==> src/rtl/calc_pkg.sv <==
// calc_pkg: shared definitions for the calculator keypad controllers.
// Contents: sequencer state encoding, keypad key codes, the display error
// marker and a digit-test helper.
package calc_pkg;

  typedef enum logic [2:0] {
    ESPERA_A  = 3'd0,
    ESPERA_OP = 3'd1,
    ESPERA_B  = 3'd2,
    ESPERA_IG = 3'd3,
    CALCULA   = 3'd4,
    MOSTRA    = 3'd5,
    ERRO      = 3'd6
  } estado_t;

  localparam logic [3:0] TECLA_MAIS  = 4'd10;
  localparam logic [3:0] TECLA_IGUAL = 4'd14;
  localparam logic [3:0] TECLA_LIMPA = 4'd15;
  localparam logic [3:0] DISP_ERRO   = 4'hE;

  // Key codes 0..9 are decimal digits.
  function automatic logic eh_digito(input logic [3:0] t);
    return t <= 4'd9;
  endfunction

endpackage

==> src/rtl/bin_para_bcd4.sv <==
// bin_para_bcd4: combinational 4-bit binary to two-digit BCD converter.
// Ports:
//   bin  in  4  binary value 0..15
//   dez  out 4  tens digit (0 or 1)
//   uni  out 4  units digit (0..9)
module bin_para_bcd4 (
  input  logic [3:0] bin,
  output logic [3:0] dez,
  output logic [3:0] uni
);

  always_comb begin
    dez = 4'd0;
    uni = bin;
    if (bin >= 4'd10) begin
      dez = 4'd1;
      uni = bin - 4'd10;
    end
  end

endmodule

==> src/rtl/calc_controle.sv <==
// calc_controle: keypad-driven sequencer for the 4-bit single-digit adder.
// Collects A, '+', B, '=' from the keypad, enables the external adder for one
// cycle, then shows the sum as two BCD digits or flags an overflow error.
// Ports:
//   clk           in   1  system clock, rising edge
//   rst_n         in   1  asynchronous active-low reset
//   tecla_valida  in   1  one-cycle key strobe
//   tecla         in   4  key code (0-9 digit, 10 '+', 14 '=', 15 'C')
//   op_a, op_b    out  4  operands to the adder
//   agora         out  1  adder enable, high only in CALCULA
//   soma_s        in   4  adder sum
//   disp_dez      out  4  tens display digit (4'hE on error)
//   disp_uni      out  4  units display digit
//   pronto        out  1  one-cycle pulse when a valid result is shown
//   erro          out  1  high while in ERRO
//   estado        out  3  current state, for debug
module calc_controle
  import calc_pkg::*;
#(
  parameter int unsigned TIMEOUT_CICLOS = 0,
  parameter int unsigned TW             = 32
) (
  input  logic       clk,
  input  logic       rst_n,
  input  logic       tecla_valida,
  input  logic [3:0] tecla,
  output logic [3:0] op_a,
  output logic [3:0] op_b,
  output logic       agora,
  input  logic [3:0] soma_s,
  output logic [3:0] disp_dez,
  output logic [3:0] disp_uni,
  output logic       pronto,
  output logic       erro,
  output logic [2:0] estado
);

  localparam bit          TimeoutOn = (TIMEOUT_CICLOS != 0);
  localparam int unsigned CntMaxInt = TimeoutOn ? TIMEOUT_CICLOS - 1 : 0;
  localparam logic [TW-1:0] CntMax  = TW'(CntMaxInt);

  estado_t       state_q, state_d;
  logic [3:0]    op_a_q, op_a_d, op_b_q, op_b_d;
  logic [3:0]    dez_q, dez_d, uni_q, uni_d;
  logic          pronto_q, pronto_d, erro_q, erro_d;
  logic [TW-1:0] cnt_q, cnt_d;

  logic [3:0] soma_dez, soma_uni;
  logic [4:0] soma_ref;
  logic       digito, limpa, em_espera, expira;

  bin_para_bcd4 u_bcd (
    .bin (soma_s),
    .dez (soma_dez),
    .uni (soma_uni)
  );

  // Overflow is judged on our own operands so it never depends on the adder.
  assign soma_ref  = {1'b0, op_a_q} + {1'b0, op_b_q};
  assign digito    = tecla_valida && eh_digito(tecla);
  assign em_espera = (state_q == ESPERA_OP) || (state_q == ESPERA_B) ||
                     (state_q == ESPERA_IG);
  // A strobe on the expiry cycle wins over the timeout.
  assign expira    = TimeoutOn && em_espera && !tecla_valida && (cnt_q == CntMax);
  assign limpa     = (tecla_valida && (tecla == TECLA_LIMPA)) || expira;

  always_comb begin
    state_d  = state_q;
    op_a_d   = op_a_q;
    op_b_d   = op_b_q;
    dez_d    = dez_q;
    uni_d    = uni_q;
    pronto_d = 1'b0;
    erro_d   = erro_q;

    if (limpa) begin
      state_d = ESPERA_A;
      op_a_d  = 4'd0;
      op_b_d  = 4'd0;
      dez_d   = 4'd0;
      uni_d   = 4'd0;
      erro_d  = 1'b0;
    end else begin
      unique case (state_q)
        ESPERA_A, ESPERA_OP: begin
          if (digito) begin
            op_a_d  = tecla;
            dez_d   = 4'd0;
            uni_d   = tecla;
            state_d = ESPERA_OP;
          end else if (state_q == ESPERA_OP && tecla_valida && tecla == TECLA_MAIS) begin
            state_d = ESPERA_B;
          end
        end
        ESPERA_B, ESPERA_IG: begin
          if (digito) begin
            op_b_d  = tecla;
            dez_d   = 4'd0;
            uni_d   = tecla;
            state_d = ESPERA_IG;
          end else if (state_q == ESPERA_IG && tecla_valida && tecla == TECLA_IGUAL) begin
            state_d = CALCULA;
          end
        end
        CALCULA: begin
          if (soma_ref > 5'd15) begin
            state_d = ERRO;
            erro_d  = 1'b1;
            dez_d   = DISP_ERRO;
            uni_d   = DISP_ERRO;
          end else begin
            state_d  = MOSTRA;
            dez_d    = soma_dez;
            uni_d    = soma_uni;
            pronto_d = 1'b1;
          end
        end
        MOSTRA: begin
          // A digit starts a fresh calculation; no operator chaining.
          if (digito) begin
            op_a_d  = tecla;
            op_b_d  = 4'd0;
            dez_d   = 4'd0;
            uni_d   = tecla;
            state_d = ESPERA_OP;
          end
        end
        ERRO: ;
        default: state_d = ESPERA_A;
      endcase
    end
  end

  // Inactivity counter: reloads on any strobe or state change.
  always_comb begin
    cnt_d = '0;
    if (TimeoutOn && em_espera && !tecla_valida && (state_d == state_q)) begin
      cnt_d = cnt_q + TW'(1);
    end
  end

  always_ff @(posedge clk or negedge rst_n) begin
    if (!rst_n) begin
      state_q  <= ESPERA_A;
      op_a_q   <= 4'd0;
      op_b_q   <= 4'd0;
      dez_q    <= 4'd0;
      uni_q    <= 4'd0;
      pronto_q <= 1'b0;
      erro_q   <= 1'b0;
      cnt_q    <= '0;
    end else begin
      state_q  <= state_d;
      op_a_q   <= op_a_d;
      op_b_q   <= op_b_d;
      dez_q    <= dez_d;
      uni_q    <= uni_d;
      pronto_q <= pronto_d;
      erro_q   <= erro_d;
      cnt_q    <= cnt_d;
    end
  end

  assign op_a     = op_a_q;
  assign op_b     = op_b_q;
  assign agora    = (state_q == CALCULA);
  assign disp_dez = dez_q;
  assign disp_uni = uni_q;
  assign pronto   = pronto_q;
  assign erro     = erro_q;
  assign estado   = state_q;

endmodule

==> config.mk <==
export PLATFORM = sky130hd
export DESIGN_NAME = calc_controle
export DESIGN_NICKNAME = d
export VERILOG_FILES = /design/src/rtl/calc_pkg.sv /design/src/rtl/bin_para_bcd4.sv /design/src/rtl/calc_controle.sv
export SDC_FILE = /design/constraint.sdc
export NUM_CORES = 1
export LEC_CHECK = 0
export ABC_CLOCK_PERIOD_IN_PS = 5700
export BUFFER_PORTS_ARGS = -buffer_cell sky130_fd_sc_hd__buf_2
export CORE_ASPECT_RATIO = 1.2
export CORE_UTILIZATION = 30
export DETAILED_ROUTE_END_ITERATION = 10
export PLACE_DENSITY_LB_ADDON = 0.2
export SYNTH_ARGS = -nofsm -noshare
export SYNTH_HDL_FRONTEND = slang
export SYNTH_SLANG_ARGS = --single-unit
==> constraint.sdc <==
create_clock -name clk -period 5.7 [get_ports clk]
set_input_delay 0.57 -clock clk [delete_from_list [all_inputs] [get_ports clk]]
set_output_delay 0.57 -clock clk [all_outputs]
set_load 0.01 [all_outputs]
# Word-level counts from Yosys, hierarchy flattened
# Index checks and enable logic that the tools add are counted.
[word_totals] register_bits=21 word_cells=77
[op_classes] eq_ne=15 addsub=2 reduce_logical=22 n_mux=28 order_cmp=3
[ops] operator="$mux 4" n=10
[ops] operator="$pmux 4 s2" n=3
[ops] operator="$mux 3" n=6
[ops] operator="$pmux 3 s5" n=1
[ops] operator="$eq 4x4->1 const B" n=3
[ops] operator="$eq 3x3->1 const B" n=3
[ops] operator="$ne 4x4->1 const B" n=2
[ops] operator="$reduce_bool 2->1" n=4
[ops] operator="$mux 1" n=7
[ops] operator="$eq 3x2->1 const B" n=2
[ops] operator="$logic_and 1x1->1" n=6
[ops] operator="$ne 3x3->1 const B" n=2
[ops] operator="$reduce_and 2->1" n=3
[ops] operator="$reduce_bool 3->1" n=2
[ops] operator="$add 4x4->5" n=1
[ops] operator="$gt 5x4->1 const B" n=1
[ops] operator="$reduce_or 5->1" n=1
[ops] operator="$ge 4x4->1 const B" n=1
[ops] operator="$le 4x4->1 const B" n=1
[ops] operator="$reduce_and 4->1" n=1
[ops] operator="$reduce_or 2->1" n=2
[ops] operator="$sub 4x4->4 const B" n=1
[ops] operator="$eq 3x1->1 const B" n=1
[ops] operator="$logic_not 3->1" n=1
[ops] operator="other kinds (5)" n=5

# Depth between registers and ports, before layout
[logic_depth] ltp_word=7 depth_mapped=6

# By module
# From an unflattened synthesis, not the netlist that was laid out.
[unflattened] hier_cells=136 area_unflattened_um2=1303.8
[by_module_without_submodules] module="calc_controle" seq_area_each_um2=525.5 n_inst=1 area_per_inst_um2=1209.9 cells_each=121
[by_module_without_submodules] module="bin_para_bcd4" seq_area_each_um2=0.0 n_inst=1 area_per_inst_um2=93.8 cells_each=15

# Worst setup path before layout
# Ideal clock, no wire load.
[synth_timing] kind="reg-to-reg" start="reg op_a_q[0] (netlist: op_a[0])" end="reg state_q[0] (netlist: estado[0])" n_path_buf=0 synth_period_minus_slack_ns=1.995 path_slack_ns=3.705 arrival_time_ns=1.917 stages_incl_launch_ff=7 path_cell_list="dfrtp_1 -> ha_1 -> fa_1 -> a211oi_1 -> nor3_1 -> or4_1 -> a21oi_1"
[synth_between] elab_chain_cells=5
[synth_lines] element="from (decl)" line="calc_controle.sv:43" rtl="logic [3:0] op_a_q, op_a_d, op_b_q, op_b_d;"
[synth_lines] element="from (signal assigned)" line="calc_controle.sv:154" rtl="op_a_q <= op_a_d;"
[synth_lines] element="$add 4x4->5" line="calc_controle.sv:59" rtl="assign soma_ref = {1'b0, op_a_q} + {1'b0, op_b_q};"
[synth_lines] element="$gt 5x4->1" line="calc_controle.sv:106" rtl="if (soma_ref > 5'd15) begin"
[synth_lines] element="$mux 2" line="calc_controle.sv:106"
[synth_lines] element="$pmux 3 s5" line="calc_controle.sv:84" rtl="unique case (state_q)"
[synth_lines] element="$mux 3" line="calc_controle.sv:76" rtl="if (limpa) begin"
[synth_lines] element="to (signal assigned)" line="calc_controle.sv:153" rtl="state_q <= state_d;"
[synth_lines] element="to (decl)" line="calc_controle.sv:42" rtl="estado_t state_q, state_d;"
# Every way passes these cells.
# A chain may end at the register's enable or synchronous reset.

# Final worst setup path
[layout_timing] start="reg state_q[1] (netlist: estado[1])" end="out agora"
[layout_between] elab_chain_cells=1
[layout_lines] element="$eq 3x3->1" line="calc_controle.sv:166" rtl="assign agora = (state_q == CALCULA);"
[layout_lines] element="to (decl)" line="calc_controle.sv:29" rtl="output logic agora,"
# Every way passes these cells.

==> reports/qor.yml <==
clock_network:
  clockRootBuffer: "clkbuf_8"
  cts_sinks: 19
  cts_tree: "yes"
  clk_pin_slew_ns: 0.07
  cts_htree_levels: 1
  clk_latency_ns: 0.25
  cts_hold_buf: 0
  cts_inserted_buffers: 3
  ctsResizeCount: 0
  clk_path_buf_depth: 2
  post_cts_buffers: 0
route:
  final_antenna_net_count: 0
  drtIter0Drc: 44
  drc: 0
  vias_per_cell: 5.22
  dr.pass1.iters: 4
  via_count: 1064
  wl_per_cell_um: 14.8
  wl_mm: 3.01
die:
  die_h_um: 72.5
  num_rows: 25
  die_x_um: 60.8
  start_util: 0.316
  die_area_um2: 4410
  core_um2: 3940
  io_pins: 33
sta:
  drv_slew: 0
  slew_headroom: 0.617
  max_freq_ghz: 0.478
  rsz0062_at_grt: "no"
  finalClockSkew_ns: 0.00210
  setup_violations: 0
  finalHoldViolCount: 0
  tightest_slew_ns: 0.574
  tns_ns: 0
  fin_crit_sh: 0.367
  min_period_ns: 2.09
  setup_ws_ns: 3.61
  worst_hold_slack_ns: 0.253
finish:
  multi_input_area_um2: 666
  fin_nets: 167
  layout-drive-gt1-share: 0.320
  mostFrequentLayoutCells: "32 x buf_2, 19 x dfrtp_1, 9 x nor2_1"
  ff_latch_area_um2: 475
  finalInstanceArea_um2: 1440
  antenna_cells: 0
  syn2layout_area_growth_pct: 16.1
  final_common_cell: "buf_2"
  fill_cells: 422
worst_setup_path:
  reg2regPathDepth: 6
  r2r_slack_ns: 3.61
  cp-end-kind: "output pin"
  crit_path_start_kind: "register"
  path_class: "register to output pin"
  crit_end: "agora"
  critPathMaxFanout: 12
  worstPathArrival_ns: 1.52
  r2r_start: "op_a[0]$_DFFE_PN0P_"
  rr_endpoint: "estado[0]$_DFFE_PN0P_"
  cp_data_required_time_ns: 5.13
  worstSetupStartpoint: "estado[1]$_DFFE_PN0P_"
yosys:
  synth_top_cell_by_area: "dfrtp_1"
  netlist_top_cells_area: "dfrtp_1 38%, ha_1 4.0%, buf_6 3.6%"
  synth_warnings: 0
  ys_types: 45
  synth_top_area_frac: 0.382
  syn_nets: 138
  yosysSeqAreaShare: 0.382
  async_flop_share: 1.00
  syn_area_um2: 1240
  ys_ff_latch: 19
  ys.flop_type: "dfrtp_1"
  synth_cells: 122
  synth_edf_count: 0
  synth_area_per_cell_um2: 10.2
global_route:
  met3_usage: 0.0285
  grt_max_degree: 20
  grt.overflow.total: 0
  grt_use_met2: 0.227
  met1_usage: 0.186
  grt-busiest-layer: "met2"
  grt_pass1_wl_mm: 4.82
  gr-usage-all-layers: 0.145
  antenna_found_initial: 0
  grt_pass1_vias: 1045
place:
  portBuffers: 32
  place_worst_setup_slack_ns: 3.63
  post_dp_cell_area_um2: 1400
  place_congestion: 0.830
  hpwlAfterDp_mm: 2.30
power_and_ir_drop:
  p_leak_nw: 0.680
  p_per_area_nw_per_um2: 482
  finalPower_mw: 0.695
  ir_drop_v: 0.000144
outcome:
  status: "finished clean"
flow_run:
  cap_violations: 0
min_path:
  hp-class: "input port to asynchronous set/reset pin"
## sequential cells by signal, indices dropped and copies added (netlist names)
signal,cells
pronto,1
disp_dez,2
disp_uni,4
op_a,4
erro,1
estado,3
op_b,4
## through the flow
stage | std cells | utilization
after global routing | 204 | 0.366
after detailed placement | 200 | 0.355
final | 204 | 0.366
after global placement | 200 | 0.355
after floorplan | 122 | -
after CTS | 204 | 0.366
## kinds of logic (layout without fill, tap and decap cells)
| logic type | count (synthesis) | count (layout) | share of synthesized area |
|---|---|---|---|
| buffers and inverters | 16 | 44 | 0.0825 |
| adders and majority gates | 5 | 5 | 0.0563 |
| and+or+nand+nor | 40 | 40 | 0.200 |
| muxes | 1 | 1 | 0.0121 |
| AOI/OAI and AO/OA | 41 | 41 | 0.267 |
| DFF | 19 | 19 | 0.382 |
## power by group
part	internal, mW	total [mW]	leakage (nW)	switching [mW]
sequential	0.193	0.262	0.240	0.0684
combinational	0.154	0.340	0.417	0.186
clock	0.0496	0.0937	0.0228	0.0440
## cells in the mapped netlist, types with 2 or more instances
library cell	n
a21oi_1	6
dfrtp_1	19
o2bb2ai_1	2
o22ai_1	2
and4_2	2
ha_1	4
nor3_1	4
buf_4	3
nand3_1	3
nand2_1	4
o32ai_1	3
a211oi_1	2
a32o_1	2
or4_1	2
o21a_1	3
inv_1	8
a21o_1	3
buf_6	4
and2_1	2
nand2b_1	5
nor2_1	9
a22o_1	3
o21ai_0	4
and4_1	2
## worst max-delay path, stage by stage, from the launching register on
cell      delay [ns]
dfrtp_1         0.51
nand2b_1        0.27
nor2_1          0.29
buf_2           0.20
## area by class of cell
class	count	share of cell area
multi-input combinational	87	0.461
sequential	19	0.329
timing repair buffer	32	0.111
tap	54	0.0468
clock buffer	4	0.0312
inverter	8	0.0208
## routing by layer
layer	routed length, um	up-vias	share of wire
met5	0	-	0
met4	116	0	0.038
met3	175	13	0.058
met2	1370	44	0.45
met1	1360	500	0.45
li1	-	507	-
## worst min path at each step
stage | from | endpoint | cells after the start
after floorplan | rst_n | disp_dez[0]$_DFFE_PN0P_ | 0
after global placement | disp_dez[0]$_DFFE_PN0P_ | disp_dez[0]$_DFFE_PN0P_ | 1
after detailed placement | disp_uni[0]$_DFFE_PN0P_ | disp_uni[0]$_DFFE_PN0P_ | 1
after CTS | rst_n | op_b[3]$_DFFE_PN0P_ | 1
after global routing | rst_n | estado[0]$_DFFE_PN0P_ | 1
final | rst_n | estado[1]$_DFFE_PN0P_ | 1
Power figures use the tool's default switching activity.
